<file path="src/rtl/shift_register_universal.sv">
// Universal shift register: parallel load, single step or counted burst of rotate/shift steps.
// Latency: one step per clockpulse edge; a burst of c steps holds busy for c cycles, then done for one.
// No backpressure: start/enableShift are ignored while busy or done; enablePreset aborts a burst.
module shift_register_universal #(
   parameter int WIDTH = 5,
   localparam int CW = $clog2(WIDTH) + 1
) (
   input  logic             clockpulse,
   input  logic             clear,
   input  logic             enablePreset,
   input  logic [WIDTH-1:0] preset,
   input  logic [1:0]       mode,
   input  logic             serialIn,
   input  logic             enableShift,
   input  logic             start,
   input  logic [CW-1:0]    count,
   output logic [WIDTH-1:0] out,
   output logic [WIDTH-1:0] notout,
   output logic             serialOut,
   output logic             busy,
   output logic             done
);

   typedef enum logic [1:0] {
      IDLE = 2'b00,
      RUN  = 2'b01,
      DONE = 2'b10
   } state_t;

   state_t           state;
   logic [WIDTH-1:0] shift_q;
   logic [CW-1:0]    remaining;
   logic [1:0]       latched_mode;

   // One step of the register for a given mode; mode 00 leaves the value unchanged.
   function automatic logic [WIDTH-1:0] step_fn(input logic [WIDTH-1:0] v,
                                                input logic [1:0]       m,
                                                input logic             si);
      logic [WIDTH-1:0] r;
      r = v;
      case (m)
         2'b01:   r = {v[0], v[WIDTH-1:1]};
         2'b10:   r = {v[WIDTH-2:0], v[WIDTH-1]};
         2'b11:   r = {si, v[WIDTH-1:1]};
         default: r = v;
      endcase
      return r;
   endfunction

   // Control FSM and data register; burst mode and length are captured at start.
   always_ff @(posedge clockpulse or negedge clear) begin
      if (!clear) begin
         state        <= IDLE;
         shift_q      <= '0;
         remaining    <= '0;
         latched_mode <= 2'b00;
      end else begin
         case (state)
            IDLE: begin
               if (enablePreset) begin
                  shift_q <= preset;
               end else if (start) begin
                  latched_mode <= mode;
                  remaining    <= count;
                  state        <= (count != '0) ? RUN : DONE;
               end else if (enableShift) begin
                  shift_q <= step_fn(shift_q, mode, serialIn);
               end
            end
            RUN: begin
               if (enablePreset) begin
                  // Abort: load wins, burst is dropped without a done pulse.
                  shift_q   <= preset;
                  remaining <= '0;
                  state     <= IDLE;
               end else begin
                  shift_q   <= step_fn(shift_q, latched_mode, serialIn);
                  remaining <= remaining - CW'(1);
                  if (remaining == CW'(1)) begin
                     state <= DONE;
                  end
               end
            end
            DONE: begin
               state <= IDLE;
            end
            default: begin
               state <= IDLE;
            end
         endcase
      end
   end

   // Outputs follow the register and state directly, so they are valid during reset too.
   always_comb begin
      out       = shift_q;
      notout    = ~shift_q;
      serialOut = shift_q[0];
      busy      = (state == RUN);
      done      = (state == DONE);
   end

endmodule

</file>
<file path="config.mk">
export PLATFORM = sky130hd
export DESIGN_NAME = shift_register_universal
export DESIGN_NICKNAME = d
export VERILOG_FILES = /design/src/rtl/shift_register_universal.sv
export SDC_FILE = /design/constraint.sdc
export NUM_CORES = 1
export LEC_CHECK = 0
export BUFFER_PORTS_ARGS = -buffer_cell sky130_fd_sc_hd__buf_2
export CORE_MARGIN = 2
export CORE_UTILIZATION = 42
export CTS_CLUSTER_DIAMETER = 30
export DETAILED_ROUTE_END_ITERATION = 10
export PLACE_DENSITY = 0.69
export SLEW_MARGIN = 25
export SYNTH_ARGS = -nofsm -noshare
export SYNTH_HDL_FRONTEND = slang
export SYNTH_SLANG_ARGS = --single-unit
</file>
<file path="constraint.sdc">
create_clock -name clockpulse -period 2.9 [get_ports clockpulse]
set_input_delay 0 -clock clockpulse [delete_from_list [all_inputs] [get_ports clockpulse]]
set_output_delay 0 -clock clockpulse [all_outputs]
set_load 0.005 [all_outputs]
</file>
== After elaboration in Yosys (flattened, before gate mapping) ==
Cells that the tools add are included.

* RAM bits: 0
* Output and inout bits: 13
* Bits in registers: 13
* Latch bits: 0
* Logic and storage cells: 47
* Memories: 0
* Memory bits (read-only): 0

* Multipliers: 0
* $add $sub $neg: 1
* Div/mod/pow operators: 0
* Muxes and demuxes: 17
* $lt $le $gt $ge: 0
* Equal/unequal tests: 16
* Reductions and logical operators: 7
* Shifts and indexed selects: 0
* Bitwise operators: 2

{| class="wikitable"
|+ Operators by type and width
! operator !! number
|-
| one-hot mux 5 bit (3 select lines) || 2
|-
| two-way mux 5 bit || 4
|-
| two-way mux 4 bit || 3
|-
| == test 2 bit (second input constant) || 5
|-
| two-way mux 2 bit || 5
|-
| inequality test 5 x 2 -> 1 bit (second input constant) || 2
|-
| one-hot mux 5 bit (2 select lines) || 1
|-
| AND reduction 3 bit || 3
|-
| one-hot mux 4 bit (2 select lines) || 1
|-
| == test 2 x 1 -> 1 bit (second input constant) || 3
|-
| inequality test 3 bit (second input constant) || 2
|-
| inverter 5 bit || 1
|-
| AND reduction 5 bit || 1
|-
| == test 4 x 1 -> 1 bit (second input constant) || 1
|-
| inequality test 2 bit (second input constant) || 2
|-
| one-hot mux 2 bit (2 select lines) || 1
|-
| nonzero test 4 bit || 1
|-
| subtractor 4 x 1 -> 4 bit (second input constant) || 1
|-
| inequality test 3 x 2 -> 1 bit (second input constant) || 1
|-
| logical NOT 2 bit || 1
|-
| nonzero test 2 bit || 1
|-
| inverter 1 bit || 1
|}

== Longest topological paths before layout ==
Gate-level depths: netlist of the first run.

* Word-level depth: 6
* Depth in mapped cells: 6
* Mapped depth without buffers: 5

== Least setup slack after synthesis of the first run ==
OpenSTA, ideal clock, no wires.

* Path kind: reg2reg
* From: register state[0]
* To: register shift_q[2] (netlist: out[2])
* Path slack: 1.549 ns
* Cell stages (with the launch flop): 6
* Arrival time: 1.218 ns
* Path buffers: 1
* Cell sequence: dfrtp_1 buf_6 nor2b_1 o21ai_2 mux2i_1 o211ai_1

* Longest elaborated chain between the ends: 3
* Elaborated cells between the ends (all ways): 9
* Classes of those cells: eq/ne: 5; mux: 1; reduce/logical: 3

{| class="wikitable"
|+ RTL lines
! what !! RTL line !! source
|-
| start, declared || 30 || <nowiki>state_t state;</nowiki>
|-
| start signal, assigned || 65 || <nowiki>state <= (count != '0) ? RUN : DONE;</nowiki>
|-
| == test 2 x 1 -> 1 bit (*) || n/a ||
|-
| net busy || 20 || <nowiki>output logic busy,</nowiki>
|-
| inequality test 5 x 2 -> 1 bit (no line) / nonzero test 2 bit (equally long branches) || n/a ||
|-
| AND reduction 5 bit (no line) || n/a ||
|-
| end signal, assigned || 61 || <nowiki>shift_q <= preset;</nowiki>
|-
| end signal, assigned || 67 || <nowiki>shift_q <= step_fn(shift_q, mode, serialIn);</nowiki>
|-
| end signal, assigned || 73 || <nowiki>shift_q <= preset;</nowiki>
|-
| end, declared || 31 || <nowiki>logic [WIDTH-1:0] shift_q;</nowiki>
|}

Mark *: on every way through the listed nets, which the timed path passes. The rest lies on a longest branch.
A chain may end at the register's enable or synchronous reset.

== Final worst setup path of the first run ==
* From: register state[0]
* To: register shift_q[0] (netlist: out[0])

* Longest elaborated chain between the ends: 3
* Elaborated cells between the ends (all ways): 9
* Classes of those cells: eq/ne: 5; mux: 1; reduce/logical: 3

{| class="wikitable"
|+ RTL lines
! what !! RTL line !! source
|-
| == test 2 x 1 -> 1 bit / logical NOT 2 bit (equally long branches) || 58 || <nowiki>case (state)</nowiki>
|-
| inequality test 5 x 2 -> 1 bit (no line) (tied with other cells) || n/a ||
|-
| AND reduction 5 bit (no line) || n/a ||
|}

Several ways; a longest one is shown, not always the timed one.

==> flow_summary.yaml, run 1 <==
clocking:
  clkSlewWorstSetupHoldPaths_ns: 0.08
  cts_buffers: 3
  htree_num_levels: 1
  clockBufferDepth: 2
  worst_skew_pair.late_latency_ns: 0.28
  cts_root_buf: "clkbuf_4"
  tritoncts: "done"
  clock-sinks: 13
global_route:
  grt_use_met3: 0.0727
  antenna_found_initial: 0
  grt.overflow.total: 0
  grt_use_met1: 0.261
  grt_pass1_wl_um: 3840
  grt_max_degree: 15
  grt.busiest_layer: "met2"
  use_met2: 0.322
  grt_use_total: 0.203
  grt_pass1_vias: 812
sta:
  period_needed_ns: 1.65
  rsz0062_at_grt: "false"
  final.setup_skew_ns: 0.00255
  tightest_slew_ns: 0.490
  fin_tns_setup_ns: 0
  slew_viol_final: 0
  setup_viol: 0
  fin_crit_sh: 0.567
  hold_viol: 0
  max_freq_ghz: 0.608
  maxSlewHeadroom: 0.670
drt:
  drtIter0Drc: 30
  num_vias: 825
  wl_per_cell_um: 14.2
  ant_nets: 0
  drt_wl_total_um: 2180
  route.detailed.drc: 0
  first_pass_iters: 4
  vias_per_cell: 5.36
flow_run:
  maxCapViolations: 0
placed_design:
  gp_congestion: 0.837
  hpwl_um: 1610
  io_buffers: 29
logic_synthesis:
  syn_avg_cell_area_um2: 9.24
  ys_top_cells_by_area: "dfrtp_1 37%, mux2i_1 9.2%, inv_1 4.3%"
  yosysSeqAreaShare: 0.375
  synthCells: 94
  synthFlopType: "dfrtp_1"
  synth_fp_nets: 113
  yosysMostFrequentCell: "dfrtp_1"
  ys_seq_elements: 13
  yosys.area.top_type: "dfrtp_1"
  synth_edf_count: 0
  yosys.area.top_type_share: 0.375
  synth_common_cells: "13 x dfrtp_1, 10 x inv_1, 8 x mux2i_1, 7 x nor2_1, 7 x o21ai_0"
  ys_warn_count: 0
  synth_cell_types: 35
  async_reset_ff_frac: 1.00
  netlist_area_um2: 868
floorplanning:
  io_pins: 30
  start_util: 0.443
  chipHeight_um: 49.5
  die_w_um: 49.5
  core_area_um2: 1960
  num_rows: 16
  dieArea_um2: 2450
power_and_ir_drop:
  p_clk_frac: 0.148
  comb_power_share: 0.424
  p_leak_nw: 0.506
  p_seq_frac: 0.428
  finalPower_mw: 0.787
  swShare: 0.406
  p_int_mw: 0.468
  power_density_nw_per_um2: 726
  switchingPower_mw: 0.319
  peakVddDrop_v: 0.000492
worst_setup_path:
  worstSetupPathType: "reg -> reg"
  cp_top_family: "compound AO/OA/AOI/OAI gates"
  required_ns: 3.06
  cpPeakStageDelay_ns: 0.53
  crit_arrival_ns: 1.81
  startpoint_type: "register"
  critical_path_peak_fanout: 9
  path_cells: "inv_2, o41ai_2, or3_1, o211ai_1"
  cp_num_buf_inv: 1
  endpoint_kind: "register"
  cp_slowest_cell: "dfrtp_1"
worst_hold_path:
  hp-class: "in -> reg"
cells_and_area:
  diodes: 0
  fin_nets: 147
  drive_above_1_share: 0.315
  syn_to_final_growth_pct: 24.9
status:
  status: "finished clean"
==> layout by cell type, fill, tap and decap left out, types with 2 or more instances in the layout <==
master          n
o21ai_1         2
a21oi_1         3
dfrtp_1        13
o211ai_1        4
ha_1            2
or3_1           2
mux2_2          2
clkbuf_4        3
inv_1          10
nor4_1          2
nor2b_1         3
o21ai_0         7
mux2i_1         8
nand3_1         4
nand2_1         4
dlygate4sd3_1   4
nor2_1          7
buf_2          29
==> state kept, by name (all words and copies together), names as in the netlist <==
signal        count
out               5
remaining         4
latched_mode      2
state             2
==> metal layers <==
layer	wire length [µm]	vias up
met3	139	4
met4	30	0
met1	991	387
met2	1020	29
met5	0	-
li1	-	405
==> kinds of logic after synthesis <==
kind of cell             synth area share
adder cells (fa/ha/maj)            0.0288
multiplexers                        0.118
AO/OA/AOI/OAI                       0.200
buffers and inverters              0.0807
flip-flops                          0.375
XOR/XNOR                           0.0101
AND/OR/NAND/NOR                     0.187
==> worst min-delay path, cell delays in order <==
cell and delay, ns:
buf_2 0.07, nand3_1 0.08, o211ai_1 0.10
==> power groups by stage <==
stage | clock [mW] | combinational (mW) | sequential [mW]
4_1_cts | 0.119 | 0.336 | 0.333
5_1_grt | 0.129 | 0.378 | 0.350
3_3_place_gp | 0 | 0.321 | 0.335
2_1_floorplan | 0 | 0.231 | 0.313
6_report | 0.116 | 0.334 | 0.337
3_5_place_dp | 0 | 0.328 | 0.337
==> worst paths after layout <==
check                                          from                        to  slack [ns]  cells past startpoint
max                            state[0]$_DFFE_PN0P_        out[0]$_DFFE_PN0P_        1.25                      4
max reg2reg                    state[0]$_DFFE_PN0P_        out[0]$_DFFE_PN0P_        1.25                      4
min                                       preset[0]        out[0]$_DFFE_PN0P_        0.01                      3
min in group asynchronous                     clear  remaining[2]$_DFFE_PN0P_        0.13                      2
max in group asynchronous                     clear      state[0]$_DFFE_PN0P_        2.54                      2
min reg2reg                remaining[1]$_DFFE_PN0P_  remaining[1]$_DFFE_PN0P_        0.52                      2
==> area by class of cell <==
class	count	area, µm²
sequential	13	325
fill	211	877
timing repair buffer	33	185
inverter	11	41.3
multi-input combinational	66	473
clock buffer	4	26.3
tap	27	33.8
==> metrics by stage <==
stage,std cells,worst slack [ns],instance area (µm²),utilization,hold slack (ns)
2_1_floorplan,94,1.55,868,-,-0.296
3_3_place_gp,146,1.39,1020,0.519,-0.0935
3_5_place_dp,146,1.29,1020,0.519,-0.0938
4_1_cts,154,1.27,1080,0.553,0.0123
5_1_grt,154,1.19,1080,0.553,0.0221
6_report,154,1.25,1080,0.553,0.0124
==> what timing repair did <==
| item | CTS | global route |
|---|---|---|
| hold endpoints to repair | 16 | 0 |
| buffers inserted | 0 | 0 |
| hold buffers | 4 | 0 |
| resized for setup | 0 | 0 |
(Power assumes the default switching activity.)
==> run 2: changes to the inputs <==
- PLACE_DENSITY: 0.69 -> 0.72
- clock period: 2.9 -> 1.4 ns (I/O delays scaled with it)
==> flow_summary.yaml, run 2 (synthesized netlist as in run 1, its figures left out) <==
cells_and_area:
  fin_area_um2: 1190
  syn_to_final_growth_pct: 36.7
  diodes: 0
  largest_reg_flops: 5
  layout_common_cells: "29 x buf_2, 10 x inv_1, 10 x dfrtp_1"
  final_common_cell: "buf_2"
  fin_cells: 163
  fin_nets: 156
  drive_above_1_share: 0.419
  post-route-util: 0.605
clocking:
  htree_num_levels: 1
  cts_root_buf: "clkbuf_4"
  worst_skew_pair.late_latency_ns: 0.28
  clockBufferDepth: 2
  clkSlewWorstSetupHoldPaths_ns: 0.09
  tritoncts: "done"
  cts_buffers: 3
  clock-sinks: 13
sta:
  max_freq_ghz: 0.721
  maxSlewHeadroom: 0.705
  fin_tns_setup_ns: 0
  hold_viol: 0
  fin_crit_sh: 0.991
  period_needed_ns: 1.39
  hold_ws_ns: 0.0131
  tightest_slew_ns: 0.439
  setup_viol: 0
  final.setup_skew_ns: 0.00267
  rsz0062_at_grt: "true"
  slew_viol_final: 0
placed_design:
  gp_congestion: 0.817
  hpwl_um: 1610
  placedInstanceArea_um2: 1060
  io_buffers: 29
  placedCellCount: 152
drt:
  vias_per_cell: 5.20
  first_pass_iters: 4
  ant_nets: 0
  route.detailed.drc: 0
  wl_per_cell_um: 13.1
  drt_wl_total_um: 2130
  drtIter0Drc: 15
  num_vias: 847
worst_setup_path:
  startpoint_type: "register"
  required_ns: 1.57
  rr_endpoint: "latched_mode[0]$_DFFE_PN0P_"
  rr_startpoint: "state[1]$_DFFE_PN0P_"
  crit_arrival_ns: 1.56
  critical_path_peak_fanout: 6
  reg2reg_slack_ns: 0.01
  endpoint_kind: "register"
  rr_worst_depth: 2
  worstSetupPathType: "reg -> reg"
floorplanning:
  start_util: 0.443
  die_w_um: 49.5
  dieArea_um2: 2450
  chipHeight_um: 49.5
  num_rows: 16
  core_area_um2: 1960
  io_pins: 30
global_route:
  grt_pass1_wl_um: 3540
  grt_use_total: 0.185
  grt_max_degree: 15
  grt_pass1_vias: 770
  grt.overflow.total: 0
  antenna_found_initial: 0
worst_hold_path:
  hp-class: "in -> reg"
  hold_depth: 2
  hold_start: "mode[0]"
  hold_path_end: "latched_mode[0]$_DFFE_PN0P_"
status:
  status: "finished clean"
flow_run:
  maxCapViolations: 0
power_and_ir_drop:
  power_density_nw_per_um2: 1440
  p_leak_nw: 0.555
  peakVddDrop_v: 0.000720
==> run 2: how the worst max path moves through the flow <==
stage | start | cells after the start | endpoint
final | state[1]$_DFFE_PN0P_ | 2 | latched_mode[0]$_DFFE_PN0P_
after CTS | state[1]$_DFFE_PN0P_ | 2 | latched_mode[0]$_DFFE_PN0P_
after floorplan | state[0]$_DFFE_PN0P_ | 5 | out[2]$_DFFE_PN0P_
after global routing | remaining[1]$_DFFE_PN0P_ | 5 | state[1]$_DFFE_PN0P_
after detailed placement | state[0]$_DFFE_PN0P_ | 4 | out[4]$_DFFE_PN0P_
after global placement | state[0]$_DFFE_PN0P_ | 4 | out[3]$_DFFE_PN0P_
==> run 2: cell type report <==
class | count | area (µm²)
clock inverters | 1 | 5.00
fillers | 186 | 774
inverters | 11 | 41.3
flip-flops and latches | 13 | 329
repair buffers | 42 | 255
well taps | 27 | 33.8
multi-input cells | 66 | 500
clock buffers | 3 | 22.5
==> run 2: report_power, final <==
part           switching (mW)  internal [mW]  leakage, nW
registers               0.184          0.515        0.155
logic                   0.365          0.412        0.382
clock network           0.133          0.106       0.0177
total                   0.682           1.03        0.555
==> run 2: per-stage QoR <==
step           power, mW  setup slack [ns]
2_1_floorplan       1.13            0.0486
3_3_place_gp        1.39           -0.0273
3_5_place_dp        1.42           -0.0851
4_1_cts             1.70           0.00661
5_1_grt             1.87           -0.0384
6_report            1.72            0.0129
==> run 2: per-layer routing <==
layer | track usage | share of wire
met4 | 0.0694 | 0.014
met3 | 0.0212 | 0.043
met2 | 0.270 | 0.45
met5 | 0 | 0
met1 | 0.280 | 0.50
==> run 2: critical path: stages, from the launching register on <==
cell and delay, ns:
dfrtp_2 0.46, nor4_2 0.43, mux2_2 0.39
==> run 2: timing repair <==
action | in CTS | in global routing
gates cloned | 0 | 0
endpoints found under the setup margin | 9 | 11
pin swaps | 1 | 1
buffers inserted | 1 | 1
hold buffers | 5 | 0
resized for setup | 4 | 6
hold endpoints to repair | 17 | 0
